## src/rtl/wisc_pkg.sv

```systemverilog
// Shared decode definitions: opcode encodings, ID/EX register layout and small decode helpers.
package wisc_pkg;

    localparam int unsigned DATA_W_P = 16;
    localparam int unsigned REG_AW_P = 4;

    localparam logic [3:0] OP_ADD    = 4'b0000;
    localparam logic [3:0] OP_SUB    = 4'b0001;
    localparam logic [3:0] OP_NAND   = 4'b0010;
    localparam logic [3:0] OP_XOR    = 4'b0011;
    localparam logic [3:0] OP_SLL    = 4'b0100;
    localparam logic [3:0] OP_SRA    = 4'b0101;
    localparam logic [3:0] OP_ROR    = 4'b0110;
    localparam logic [3:0] OP_PADDSB = 4'b0111;
    localparam logic [3:0] OP_LW     = 4'b1000;
    localparam logic [3:0] OP_SW     = 4'b1001;
    localparam logic [3:0] OP_LLB    = 4'b1010;
    localparam logic [3:0] OP_LHB    = 4'b1011;
    localparam logic [3:0] OP_B      = 4'b1100;
    localparam logic [3:0] OP_BR     = 4'b1101;
    localparam logic [3:0] OP_PCS    = 4'b1110;
    localparam logic [3:0] OP_HLT    = 4'b1111;

    // ID/EX pipeline register contents
    typedef struct packed {
        logic                valid;
        logic [3:0]          opcode;
        logic [REG_AW_P-1:0] rd;
        logic [DATA_W_P-1:0] op1;
        logic [DATA_W_P-1:0] op2;
        logic [7:0]          imm;
        logic                mem_read;
        logic                mem_write;
        logic                reg_write;
    } idex_t;

    // R-type ops occupy the lower half of the opcode space
    function automatic logic is_rtype(logic [3:0] op);
        return !op[3];
    endfunction

    function automatic logic is_reg_write(logic [3:0] op);
        return is_rtype(op) || (op == OP_LW) || (op == OP_LLB) || (op == OP_LHB) || (op == OP_PCS);
    endfunction

endpackage

```

## src/rtl/hazard_detect.sv

```systemverilog
// Decode-stage hazard detection: source-use decode, load-use compare and, when
// DECODE_BYPASS_EN is undefined, a writeback-conflict compare (stall instead of bypass).
module hazard_detect
    import wisc_pkg::*;
#(
    parameter int unsigned REG_AW = 4
) (
    input  logic [3:0]        opcode,
    input  logic [REG_AW-1:0] src1,
    input  logic [REG_AW-1:0] src2,
    input  logic              ifid_valid,
    input  logic              flush,
    input  logic              idex_valid,
    input  logic              idex_mem_read,
    input  logic [REG_AW-1:0] idex_rd,
    input  logic              wb_we,
    input  logic [REG_AW-1:0] wb_reg,
    output logic              stall
);

    logic use1, use2, load_use, wb_conflict;

`ifdef DECODE_BYPASS_EN
    // Writeback is forwarded, so it never causes a stall here
    logic unused_wb;
    assign unused_wb   = ^{wb_we, wb_reg};
    assign wb_conflict = 1'b0;
`else
    // Without the bypass mux a same-cycle writeback to a used source must wait one cycle
    assign wb_conflict = wb_we && (wb_reg != '0) &&
                         ((use1 && (wb_reg == src1)) || (use2 && (wb_reg == src2)));
`endif

    // Source-use decode and load-use compare; flush or an empty IF/ID never stalls
    always_comb begin
        use1     = !((opcode == OP_HLT) || (opcode == OP_B) || (opcode == OP_BR));
        use2     = is_rtype(opcode) || (opcode == OP_SW);
        load_use = idex_valid && idex_mem_read && (idex_rd != '0) &&
                   ((use1 && (idex_rd == src1)) || (use2 && (idex_rd == src2)));
        stall    = ifid_valid && !flush && (load_use || wb_conflict);
    end

endmodule

```

## src/rtl/decode_stage.sv

```systemverilog
// Instruction-decode stage: register-file address select, operand resolve (optional
// WB bypass under DECODE_BYPASS_EN), hazard stall and the ID/EX pipeline register.
module decode_stage
    import wisc_pkg::*;
#(
    parameter int unsigned DATA_W      = DATA_W_P,
    parameter int unsigned REG_AW      = REG_AW_P,
    parameter int unsigned STALL_CNT_W = 16
) (
    input  logic                   clk,
    input  logic                   rst,
    input  logic                   ifid_valid,
    input  logic [DATA_W-1:0]      ifid_instr,
    input  logic                   flush,
    output logic [REG_AW-1:0]      SrcReg1,
    output logic [REG_AW-1:0]      SrcReg2,
    input  logic [DATA_W-1:0]      SrcData1,
    input  logic [DATA_W-1:0]      SrcData2,
    input  logic                   wb_we,
    input  logic [REG_AW-1:0]      wb_reg,
    input  logic [DATA_W-1:0]      wb_data,
    output logic                   stall,
    output logic                   idex_valid,
    output logic [3:0]             idex_opcode,
    output logic [REG_AW-1:0]      idex_rd,
    output logic [DATA_W-1:0]      idex_op1,
    output logic [DATA_W-1:0]      idex_op2,
    output logic [7:0]             idex_imm,
    output logic                   idex_mem_read,
    output logic                   idex_mem_write,
    output logic                   idex_reg_write,
    output logic [STALL_CNT_W-1:0] stall_count
);

    logic [3:0]             opcode;
    logic [REG_AW-1:0]      rd, rs, rt;
    logic [DATA_W-1:0]      op1, op2;
    idex_t                  idex_d, idex_q;
    logic [STALL_CNT_W-1:0] stall_cnt_d, stall_cnt_q;

    assign opcode = ifid_instr[15:12];
    assign rd     = ifid_instr[11:8];
    assign rs     = ifid_instr[7:4];
    assign rt     = ifid_instr[3:0];

    // Read-address select: SW reads its store data from rd, LLB/LHB modify rd in place
    always_comb begin
        SrcReg1 = ((opcode == OP_LLB) || (opcode == OP_LHB)) ? rd : rs;
        SrcReg2 = (opcode == OP_SW) ? rd : rt;
    end

`ifndef DECODE_BYPASS_EN
    logic unused_wb_data;
    assign unused_wb_data = ^wb_data;
`endif

    // Operand resolve: register 0 forced to zero, otherwise bypass (if built) or regfile data
    always_comb begin
        op1 = SrcData1;
        op2 = SrcData2;
`ifdef DECODE_BYPASS_EN
        if (wb_we && (wb_reg == SrcReg1)) op1 = wb_data;
        if (wb_we && (wb_reg == SrcReg2)) op2 = wb_data;
`endif
        if (SrcReg1 == '0) op1 = '0;
        if (SrcReg2 == '0) op2 = '0;
    end

    hazard_detect #(
        .REG_AW (REG_AW)
    ) u_hazard_detect (
        .opcode        (opcode),
        .src1          (SrcReg1),
        .src2          (SrcReg2),
        .ifid_valid    (ifid_valid),
        .flush         (flush),
        .idex_valid    (idex_q.valid),
        .idex_mem_read (idex_q.mem_read),
        .idex_rd       (idex_q.rd),
        .wb_we         (wb_we),
        .wb_reg        (wb_reg),
        .stall         (stall)
    );

    // ID/EX next state: flush or stall insert a bubble, otherwise load the decoded instruction
    always_comb begin
        idex_d = idex_q;
        if (flush || stall) begin
            idex_d.valid = 1'b0;
        end else begin
            idex_d.valid     = ifid_valid;
            idex_d.opcode    = opcode;
            idex_d.rd        = rd;
            idex_d.op1       = op1;
            idex_d.op2       = op2;
            idex_d.imm       = ifid_instr[7:0];
            idex_d.mem_read  = (opcode == OP_LW);
            idex_d.mem_write = (opcode == OP_SW);
            idex_d.reg_write = is_reg_write(opcode);
        end
    end

    // Saturating stall-cycle counter
    always_comb begin
        stall_cnt_d = stall_cnt_q;
        if (stall && (stall_cnt_q != '1)) stall_cnt_d = stall_cnt_q + STALL_CNT_W'(1);
    end

    // Pipeline register and counter state
    always_ff @(posedge clk or posedge rst) begin
        if (rst) begin
            idex_q      <= '0;
            stall_cnt_q <= '0;
        end else begin
            idex_q      <= idex_d;
            stall_cnt_q <= stall_cnt_d;
        end
    end

    assign idex_valid     = idex_q.valid;
    assign idex_opcode    = idex_q.opcode;
    assign idex_rd        = idex_q.rd;
    assign idex_op1       = idex_q.op1;
    assign idex_op2       = idex_q.op2;
    assign idex_imm       = idex_q.imm;
    assign idex_mem_read  = idex_q.mem_read;
    assign idex_mem_write = idex_q.mem_write;
    assign idex_reg_write = idex_q.reg_write;
    assign stall_count    = stall_cnt_q;

endmodule
```

## config.mk

```make
export PLATFORM = sky130hd
export DESIGN_NAME = decode_stage
export DESIGN_NICKNAME = d
export VERILOG_FILES = /design/src/rtl/wisc_pkg.sv /design/src/rtl/hazard_detect.sv /design/src/rtl/decode_stage.sv
export SDC_FILE = /design/constraint.sdc
export NUM_CORES = 1
export LEC_CHECK = 0
export CAP_MARGIN = 25
export CORE_ASPECT_RATIO = 0.75
export CORE_UTILIZATION = 40
export CTS_CLUSTER_SIZE = 25
export DETAILED_ROUTE_END_ITERATION = 10
export GPL_ROUTABILITY_DRIVEN = 0
export HOLD_SLACK_MARGIN = 0.12
export PLACE_DENSITY = 0.85
export SYNTH_ARGS = -nofsm -noshare
export SYNTH_HDL_FRONTEND = slang
export SYNTH_SLANG_ARGS = --single-unit
```

## constraint.sdc

```tcl
create_clock -name clk -period 5.8 [get_ports clk]
set_input_delay 0.58 -clock clk [delete_from_list [all_inputs] [get_ports clk]]
set_output_delay 0.58 -clock clk [all_outputs]
set_load 0.01 [all_outputs]
```

=== Word-level counts from Yosys, hierarchy flattened ===
Cells that the tools add are included.

* Register bits after elaboration: 68
* Input bits: 73
* Word-level logic and storage cells: 60
* Output and inout port bits: 77

* Equal/unequal tests: 13
* Add/subtract/negate cells: 1
* Reduce and logical (&&, ||, !) cells: 31
* Multiplexer cells: 5

{| class="wikitable"
|+ Operator list
! operator !! count
|-
| $eq A4 B4 Y1 const B || 8
|-
| $mux W16 || 2
|-
| $add A16 B1 Y16 const B || 1
|-
| $eq A4 B4 Y1 || 4
|-
| $ne A16 B16 Y1 const B || 1
|-
| $logic_and A1 B1 Y1 || 12
|-
| $logic_or A1 B1 Y1 || 12
|-
| $logic_not A4 Y1 || 2
|-
| $mux W4 || 2
|-
| $reduce_bool A4 Y1 || 2
|-
| $logic_not A1 Y1 || 3
|-
| $mux W1 || 1
|}

=== Longest topological paths before layout ===
* Word-level depth: 11
* Mapped depth: 11
* Depth with buffers taken out: 7

=== Modules after synthesis ===
From an unflattened synthesis, not the netlist that was laid out.

* Cell total of the unflattened synthesis: 283
* Area total of the unflattened synthesis: 3,191.8 um^2

{| class="wikitable"
|+ By module, submodules not included
! module !! instances !! cells each !! area an instance (um^2)
|-
| decode_stage || 1 || 249 || 2,907.8
|-
| hazard_detect || 1 || 34 || 284.0
|}

=== Worst setup path after synthesis ===
OpenSTA, ideal clock, no wires.

* Path kind: input-to-output
* From: input ifid_instr[15]
* To: output stall
* Data required time: 5.220 ns
* Stages on the path: 9
* Arrival time: 2.243 ns
* Buffers on the path: 3
* Slack: 2.977 ns
* Path through: buf_4 > nand3b_1 > buf_4 > mux2i_2 > xor2_1 > and4_4 > nor3_1 > buf_2 > nor2_1

* Cells in the longest elaborated chain, start to end: 9
* Elaborated cells on any way between the ends: 28
* Classes of those cells: eq/ne (10); mux (2); reduce/logical (16)

{| class="wikitable"
|+ RTL lines
! element !! RTL line !! text
|-
| start, declared || decode_stage.sv:13 || <nowiki>input logic [DATA_W-1:0] ifid_instr,</nowiki>
|-
| $eq A4 B4 Y1 (on tied branches) || decode_stage.sv:48, hazard_detect.sv:36 ||
|-
| $logic_or A1 B1 Y1 (on tied branches) || decode_stage.sv:48, hazard_detect.sv:36 ||
|-
| $mux W4 / $logic_or A1 B1 Y1 (equally long branches) || decode_stage.sv:48, hazard_detect.sv:36 ||
|-
| $eq A4 B4 Y1, or another cell as far along || hazard_detect.sv:39 || <nowiki>((use1 && (idex_rd == src1)) || (use2 && (idex_rd == src2)));</nowiki>
|-
| $logic_and A1 B1 Y1 (on tied branches) || hazard_detect.sv:39, hazard_detect.sv:31 ||
|-
| $logic_or A1 B1 Y1 (on tied branches) || hazard_detect.sv:39, hazard_detect.sv:31 ||
|-
| $logic_and A1 B1 Y1 (on tied branches) || hazard_detect.sv:38, hazard_detect.sv:30 ||
|-
| $logic_or A1 B1 Y1 * || hazard_detect.sv:40 || <nowiki>stall = ifid_valid && !flush && (load_use || wb_conflict);</nowiki>
|-
| $logic_and A1 B1 Y1 * || hazard_detect.sv:40 ||
|-
| end, declared || decode_stage.sv:22 || <nowiki>output logic stall,</nowiki>
|}

Every way passes the cells marked *; elsewhere a longest branch is shown, timed or not.

=== Worst setup path after layout ===
Same ends and word-level chain as after synthesis.

==> results_dict.tcl <==
set metrics [dict create \
    max_slew_margin 0.3108 \
    yosysUniqueCellTypes 54 \
    num_rows 28 \
    cts.sinks 68 \
    synth_most_common_cell "dfrtp_1" \
    firstDrtPassIters 4 \
    cts_root_buf "clkbuf_16" \
    hold_violations 0 \
    status "completed" \
    ant_nets 0 \
    core-area_sq_mm 0.008093 \
    timing.hold.ws_ps 481.2 \
    max_slew.worst_pin.slew_ps 1032 \
    grt_pass1_vias 2873 \
    final_layout_size_suffix_gt1_frac 0.1160 \
    pre_cts_ws_ps 1545 \
    dieArea_sq_mm 0.008926 \
    synth_edf_count 0 \
    fin_nets 500 \
    powerDensity_mw_per_mm2 293.0 \
    wire_per_inst_um 17.35 \
    sequentialPowerShare 0.373 \
    timing.fmax_mhz 235.7 \
    synthArstFlopShare 1.000 \
    clock_latency_ps 330 \
    wl_met2_um 4203 \
    initial_core_util 0.4225 \
    syn_inst 296 \
    timing.final.crit_share 0.7314 \
    drv_cap 0 \
    n_antenna_cell 0 \
    setup_viol 0 \
    cts_buffers 9 \
    synth_common_cells "dfrtp_1, a22o_1, nand2_1, xor2_1, mux2_4" \
    p_leak_nw 2.279 \
    ir_worst_vdd_v 0.0001377 \
    crit_type "input pin to output pin" \
    stdcell_count 536 \
    switchingPower_mw 0.3742 \
    final_area_sq_mm 0.005157 \
    grt_start_max_net_pins 69 \
    drc 0 \
    p_sw_frac 0.2477 \
    cp-end-kind "output pin" \
    yosys.area.top_type "dfrtp_1" \
    cp_max_fo 15 \
    avgSynthCellArea_sq_um 11.55 \
    placed_cell_area_sq_mm 0.004807 \
    die_h_um 82.07 \
    fin_crit_ps 4242 \
    power.total_mw 1.511 \
    finClkSkew_ps 3.270 \
    postSynthNetCount 370 \
    ios 150 \
    rsz0062_at_grt "false" \
    cts_setup_buffers 0 \
    cts_tree "built" \
    ys_ff_latch 68 \
    met1Wirelength_um 4245 \
    gr-total-overflow 0 \
    first_iter_violations 93 \
    dp_hpwl_um 6691 \
    synth_flop_cell "dfrtp_1" \
    wl_um 9302 \
    clkSlewWorstSetupHoldPaths_ps 60 \
    clk_path_buf_depth 2 \
    area_delta_synth_final_pct 50.82 \
    fin_util 0.6373 \
    pwr-share-comb 0.206 \
    via_count 2830 \
    synth-seq-area-share 0.4976 \
    antenna_found_initial 0 \
    synth_warnings 0 \
    synthTopCellsByArea "dfrtp_1, a22o_1, mux2_4" \
    postCtsHoldBufs 0 \
    htree_num_levels 3 \
    clkPwrFrac 0.421 \
    tns_ps 0 \
    io_buffers 133 \
    post_cts_resized 0 \
    wl_met3_um 725 \
    cp.arrival_ps 3660 \
    dpl.cell_count 520 \
    min_path_type "flip-flop to flip-flop" \
    synth_top_area_share 0.4976 \
    highest_layer "met4" \
    power.internal_mw 1.137 \
    cp-start-kind "input pin" \
    avgViaCountPerCell 5.280 \
    grt_use_total 0.2160 \
    cp_data_required_time_ps 5220 \
    slew_violations 0 \
    synth_area_sq_mm 0.003420 \
    timing.final.ws_setup_ps 1558 \
    grt_pass1_wl_um 14480 \
    chipWidth_um 108.8 \
]
==> logic make-up after synthesis <==
family	synth area share
AO/OA/AOI/OAI	0.1412
multiplexers	0.1054
XOR/XNOR	0.07172
AND/OR/NAND/NOR	0.1387
buffers and inverters	0.04171
flip-flops	0.4976
adder cells (fa/ha/maj)	0.003658
==> registers in the layout (all words and copies together) (netlist names) <==
| name | cells |
|---|---|
| idex_op2 | 16 |
| idex_rd | 4 |
| idex_reg_write | 1 |
| idex_opcode | 4 |
| idex_mem_write | 1 |
| stall_count | 16 |
| idex_imm | 8 |
| idex_op1 | 16 |
| idex_mem_read | 1 |
| idex_valid | 1 |
==> cell usage in the layout, fill, tap and decap left out, types with 6 or more instances in the layout <==
cell type and instances:
nand2_1 20, xor2_1 20, nand2b_1 6, a22o_1 32
mux2_4 16, nor2_1 11, nor3_1 10, clkdlybuf4s50_1 133
dfrtp_1 68, inv_1 11, clkbuf_16 9, nor4_1 8
o21ai_0 8, xnor2_1 8
==> final cells by class <==
class	count	area, sq um
inverters	12	45.04
multi-input cells	199	1575
well taps	105	131.4
flip-flops and latches	68	1702
clock inverters	6	111.4
repair buffers	136	1354
fillers	660	2935
clock buffers	10	239.0
==> critical path, stage by stage <==
cell and delay (ps):
clkdlybuf4s50_1 730, nand3b_1 480, mux2i_2 460, xnor2_1 130, nor4_2 350, nor3_1 80
buf_4 210, nor2_1 90, clkdlybuf4s50_1 550
==> path summary, 6_finish.rpt <==
| kind | startpoint | to | slack [ps] | cells past startpoint |
|---|---|---|---|---|
| max | ifid_instr[15] | stall | 1560 | 9 |
| min | stall_count[6]$_DFFE_PP0P_ | stall_count[6]$_DFFE_PP0P_ | 480 | 1 |
| max reg2reg | idex_rd[0]$_DFFE_PP0N_ | idex_op2[0]$_DFFE_PP0N_ | 2560 | 8 |
| min reg2reg | stall_count[6]$_DFFE_PP0P_ | stall_count[6]$_DFFE_PP0P_ | 480 | 1 |
| max in group asynchronous | rst | idex_imm[1]$_DFFE_PP0N_ | 4400 | 3 |
| min in group asynchronous | rst | idex_op1[4]$_DFFE_PP0N_ | 830 | 3 |
==> layer usage <==
layer	track usage	vias up
met5	0	-
met4	0.06351	0
li1	-	1340
met1	0.2819	1358
met3	0.07143	16
met2	0.3424	116
==> power by group through the flow <==
stage	Combinational [mW]	Sequential [mW]	Clock, mW
6_report	0.311	0.563	0.636
4_1_cts	0.314	0.564	0.646
3_5_place_dp	0.313	0.570	0
5_1_grt	0.333	0.571	0.664
3_3_place_gp	0.305	0.569	0
2_1_floorplan	0.120	0.584	0
No activity file was read; power rests on OpenSTA's default activity.
